`src/rtl/riscv_pkg.sv`:
```
// ============================================================================
// Module      : riscv_pkg
// Description : Shared fetch-stage types and default widths.
// Revision    : 1.0 - initial release
// ============================================================================
`default_nettype none

package riscv_pkg;

    localparam int DEFAULT_WORDSIZE         = 64;
    localparam int DEFAULT_INSTRUCTION_SIZE = 32;
    localparam int INSTR_BYTES              = 4;

    typedef enum logic [0:0] {
        RUN  = 1'b0,
        HALT = 1'b1
    } fetch_state_t;

endpackage : riscv_pkg

`default_nettype wire

```
`src/rtl/instruction_fetch.sv`:
```
// ============================================================================
// Module      : instruction_fetch
// Description : PC register, instruction capture and valid/ready hand-off to
//               decode. Optional macro INSTRUCTION_FETCH_COUNT_EN adds a
//               32-bit handshake counter output fetch_count.
// Revision    : 1.0 - initial release
// ============================================================================
`default_nettype none

module instruction_fetch
    import riscv_pkg::*;
#(
    parameter int WORDSIZE         = DEFAULT_WORDSIZE,
    parameter int INSTRUCTION_SIZE = DEFAULT_INSTRUCTION_SIZE,
    parameter int MEMORY_SIZE      = 1024,
    parameter int RESET_PC         = 0
) (
    input  logic                        clk,
    input  logic                        rst_n,
    output logic [WORDSIZE-1:0]         imem_addr,
    input  logic [INSTRUCTION_SIZE-1:0] imem_instruction,
    input  logic                        redirect_valid,
    input  logic [WORDSIZE-1:0]         redirect_pc,
    output logic                        out_valid,
    input  logic                        out_ready,
    output logic [INSTRUCTION_SIZE-1:0] out_instruction,
    output logic [WORDSIZE-1:0]         out_pc,
    output logic                        halted,
    output logic                        misaligned
`ifdef INSTRUCTION_FETCH_COUNT_EN
    ,
    output logic [31:0]                 fetch_count
`endif
);

    localparam logic [WORDSIZE-3:0] c_mem_words = (WORDSIZE-2)'(MEMORY_SIZE);
    localparam logic [WORDSIZE-1:0] c_reset_pc  = WORDSIZE'(RESET_PC);
    localparam logic [WORDSIZE-1:0] c_step      = WORDSIZE'(INSTR_BYTES);

    logic [WORDSIZE-1:0] r_pc;
    fetch_state_t        r_state;
    logic                w_in_range;
    logic                w_advance;

    assign imem_addr  = {2'b00, r_pc[WORDSIZE-1:2]};
    assign w_in_range = (r_pc[WORDSIZE-1:2] < c_mem_words);
    assign w_advance  = !out_valid || out_ready;

    always_ff @(posedge clk or negedge rst_n) begin
        if (!rst_n) begin
            r_pc            <= c_reset_pc;
            r_state         <= RUN;
            out_valid       <= 1'b0;
            out_instruction <= '0;
            out_pc          <= '0;
            halted          <= 1'b0;
            misaligned      <= 1'b0;
        end else if (redirect_valid) begin
            // A redirect flushes whatever is held, even if decode is stalled.
            out_valid <= 1'b0;
            if (redirect_pc[1:0] == 2'b00) begin
                r_pc       <= redirect_pc;
                misaligned <= 1'b0;
                halted     <= 1'b0;
                r_state    <= RUN;
            end else begin
                misaligned <= 1'b1;
                halted     <= 1'b1;
                r_state    <= HALT;
            end
        end else begin
            case (r_state)
                RUN: begin
                    if (!w_in_range) begin
                        r_state <= HALT;
                        halted  <= 1'b1;
                        if (out_ready) begin
                            out_valid <= 1'b0;
                        end
                    end else if (w_advance) begin
                        out_instruction <= imem_instruction;
                        out_pc          <= r_pc;
                        out_valid       <= 1'b1;
                        r_pc            <= r_pc + c_step;
                    end
                end
                HALT: begin
                    // An instruction captured before halting still drains.
                    if (out_ready) begin
                        out_valid <= 1'b0;
                    end
                end
                default: begin
                    r_state <= HALT;
                    halted  <= 1'b1;
                end
            endcase
        end
    end

`ifdef INSTRUCTION_FETCH_COUNT_EN
    always_ff @(posedge clk or negedge rst_n) begin
        if (!rst_n) begin
            fetch_count <= '0;
        end else if (out_valid && out_ready) begin
            fetch_count <= fetch_count + 32'd1;
        end
    end
`endif

endmodule : instruction_fetch

`default_nettype wire

```
`config.mk`:
```
export PLATFORM = sky130hd
export DESIGN_NAME = instruction_fetch
export DESIGN_NICKNAME = d
export VERILOG_FILES = /design/src/rtl/riscv_pkg.sv /design/src/rtl/instruction_fetch.sv
export SDC_FILE = /design/constraint.sdc
export NUM_CORES = 1
export LEC_CHECK = 0
export CAP_MARGIN = 30
export CELL_PAD_IN_SITES_DETAIL_PLACEMENT = 0
export CELL_PAD_IN_SITES_GLOBAL_PLACEMENT = 1
export CORE_ASPECT_RATIO = 0.9
export CORE_MARGIN = 2
export CORE_UTILIZATION = 34
export CTS_CLUSTER_DIAMETER = 120
export DETAILED_ROUTE_END_ITERATION = 8
export GPL_ROUTABILITY_DRIVEN = 0
export PLACE_DENSITY_LB_ADDON = 0.1
export SYNTH_ARGS = -nofsm -noshare
export SYNTH_HDL_FRONTEND = slang
export SYNTH_SLANG_ARGS = --single-unit
```
`constraint.sdc`:
```
create_clock -name clk -period 2.9 [get_ports clk]
set_clock_uncertainty 0.15 [all_clocks]
set_input_delay 0.58 -clock clk [delete_from_list [all_inputs] [get_ports clk]]
set_output_delay 0.58 -clock clk [all_outputs]
set_load 0.02 [all_outputs]
```
==> impl_metrics.csv <==
group,metric,value,unit
route,firstDrtPassIters,4,
setup_path,critPathLaunchType,"flip-flop",
placement,placed_cell_area,0.00953,mm^2
cells_and_area,fin_area,0.0101,mm^2
placement,port_buffers,260,
timing,grt_setup_unrepaired,"false",
logic_synthesis,synthCells,636,
clocking,clockBufferDepth,2,
power,intPower,0.00416,W
clocking,cts_sinks,164,
global_routing,grt_pass1_vias,5660,
global_routing,track_usage,18.7,%
cells_and_area,fill_cells,1830,
cells_and_area,final_cell_mix,"clkdlybuf4s50_1 (259), dfrtp_1 (164), nand2_1 (112), and2_1 (55), mux2_1 (31)",
clocking,cts.root.buffer_cell,"clkbuf_16",
power,p_sw,0.00163,W
clocking,clk_pin_slew,0.07,ns
setup_path,cp.arrival,2.63,ns
logic_synthesis,yosysUniqueCellTypes,48,
timing,timing.final.ws_setup,0.422,ns
placement,dp_slack,0.152,ns
setup_path,critPathKind,"reg2reg",
logic_synthesis,async_reset_ff_share,100,%
setup_path,critical-path-max-stage-delay,0.58,ns
logic_synthesis,syn_area_per_cell,11.1,um^2
global_routing,grt_max_degree,79,
die,start_util,35.0,%
clocking,postCtsHoldBufs,0,
setup_path,cp_max_fo,34,
logic_synthesis,ys_seq_area_share,58.4,%
die,io_pins,263,
power,p_leak,4.60,nW
logic_synthesis,synth-edff-count,0,
setup_path,required,3.05,ns
power,switching_share,28.2,%
setup_path,crit_family,"simple AND/OR/NAND/NOR gates",
timing,fin_tns_setup,0,ns
timing,final-max-slew-violation-count,0,
power,p_seq_share,44.9,%
global_routing,antenna_found_initial,2,
flow_run,drv.max_cap_violation_count,0,
min_path,hp-class,"in2async",
cells_and_area,antenna_cells,0,
timing,min_period,2.48,ns
route,ant_nets,0,
setup_path,crit_chain,"or4_4 -> nor4b_4 -> and4_2 -> buf_12 -> mux2_1",
power,peakVddDrop,0.349,mV
die,dieWidth,156,um
clocking,cts_buffers,17,
cells_and_area,num-nets-final,940,
die,die_h,140,um
cells_and_area,drive_gt1_share,8.57,%
cells_and_area,synthToLayoutAreaGrowth,43.9,%
timing,setup_viol,0,
clocking,post_cts_resize_count,0,
clocking,cts_tree,"built",
power,pwr_density_cell,573,mW/mm^2
status,status,"finished, final reports clean",
route,vias,5286,
clocking,htree_levels,4,
global_routing,overflow,0,
route,wl_per_cell,18.0,um
timing,tightestPinTransition,0.706,ns
route,dr.first_iter.drc_count,252,
die,rows,49,
setup_path,cp-end-kind,"flip-flop",
route,drcViolationCount,0,
setup_path,crit_buf_inv,1,
die,design.die.area,0.0219,mm^2
power,p_comb_share,16.5,%
timing,whs,0.0237,ns
route,routed_via_density,4.78,
global_routing,grt_pass1_wl,31600,um
placement,dpl.hpwl,14500,um
logic_synthesis,ys.flop_type,"dfrtp_1",
route,drt_wl_total,19900,um
logic_synthesis,synth-seq-cells,164,
setup_path,cpMaxStageDelayCell,"or4_4",
power,pwr-share-clk,38.6,%
timing,period_share,85.5,%
timing,hold_viol,0,
cells_and_area,final_util,50.3,%
logic_synthesis,syn_area,0.00703,mm^2
timing,slew_headroom,52.9,%
clocking,post-cts-setup-buffers,0,
clocking,clk-insertion-delay-late,0.43,ns
timing,clock.fmax,403,MHz
die,core,0.0201,mm^2
logic_synthesis,ys_warn_count,0,
cells_and_area,final_common_cell,"clkdlybuf4s50_1",
==> logic make-up after synthesis <==
| family | after synthesis | share of synthesized area, % |
|---|---|---|
| AND/OR/NAND/NOR | 262 | 18.9 |
| flip-flops | 164 | 58.4 |
| multiplexers | 48 | 7.65 |
| adder cells (fa/ha/maj) | 1 | 0.178 |
| buffers and inverters | 98 | 9.23 |
| other | 1 | 0.0533 |
| AO/OA/AOI/OAI | 62 | 5.68 |
==> worst paths after layout <==
| kind | from | to | slack [ns] | cells after the start |
|---|---|---|---|---|
| min in group clk | out_instruction[8]$_DFFE_PN0P_ | out_instruction[8]$_DFFE_PN0P_ | 0.33 | 1 |
| hold / removal | rst_n | out_pc[36]$_DFFE_PN0P_ | 0.02 | 1 |
| max in group asynchronous | rst_n | r_pc[19]$_DFFE_PN0P_ | 1.88 | 2 |
| setup reg to reg | r_pc[39]$_DFFE_PN0P_ | out_instruction[19]$_DFFE_PN0P_ | 0.42 | 5 |
| setup / recovery | r_pc[39]$_DFFE_PN0P_ | out_instruction[19]$_DFFE_PN0P_ | 0.42 | 5 |
| hold reg to reg | out_instruction[8]$_DFFE_PN0P_ | out_instruction[8]$_DFFE_PN0P_ | 0.33 | 1 |
==> metrics by stage <==
stage / power [W] / instances
6_report: 0.00580 / 1107
5_1_grt: 0.00607 / 1107
4_1_cts: 0.00588 / 1107
3_5_place_dp: 0.00361 / 1075
3_3_place_gp: 0.00359 / 1075
2_1_floorplan: 0.00319 / 637
==> cell type report <==
class                           instances  area, um^2  area share, %
Clock buffer                           21         470           4.65
Clock inverter                         11         118           1.16
Inverter                                5        18.8          0.185
Multi-Input combinational cell        375        2300           22.8
Sequential cell                       164        4100           40.6
Tap cell                              255         319           3.15
Timing Repair Buffer                  276        2790           27.5
==> registers in the layout, summed over array words and instances (netlist names) <==
name / cells
out_pc: 64
r_state: 1
out_instruction: 32
out_valid: 1
misaligned: 1
r_pc: 64
halted: 1
==> routing by layer <==
| layer | vias to the layer above | GRT usage, % | wire [um] |
|---|---|---|---|
| li1 | 2510 | - | - |
| met1 | 2544 | 23.8 | 8530 |
| met2 | 205 | 29.5 | 9230 |
| met3 | 23 | 7.58 | 1860 |
| met4 | 4 | 5.41 | 277 |
| met5 | - | 0 | 23 |
==> synth_stat cells, types with 2 or more instances <==
cell type  number  area share [%]
inv_1           4            0.21
o22ai_1         5            0.44
nand2_1       113             6.0
and4_1          7            0.87
nand2b_1        2            0.18
nand4_1         8            0.71
o21ai_0         4            0.28
nor4_1         16             1.4
a31oi_1         4            0.36
and2_1         55             4.9
nor3_1          6            0.43
and3_1          2            0.18
nor3b_1         4            0.43
o21a_1          3            0.32
mux2i_1         2            0.28
o22a_1          2            0.25
dfrtp_1       164              58
buf_4          64             6.8
a22oi_1         2            0.21
clkbuf_1       20             1.1
buf_6           5            0.80
nor2_1         23             1.2
a32oi_1         2            0.25
mux2_1         31             5.0
mux2_2         15             2.4
o21ai_1        11            0.78
a21oi_1        17             1.2
nand3_1        20             1.4
o2bb2ai_1       2            0.25
buf_2           3            0.21
o211ai_1        3            0.32
==> power groups by stage <==
stage	Sequential (W)	Clock, W	Combinational, W
6_report	0.00260	0.00224	0.000957
5_1_grt	0.00263	0.00241	0.00103
4_1_cts	0.00260	0.00231	0.000971
3_5_place_dp	0.00265	0	0.000966
3_3_place_gp	0.00264	0	0.000958
2_1_floorplan	0.00258	0	0.000609
Note: power is estimated with default switching activity, not from simulation.
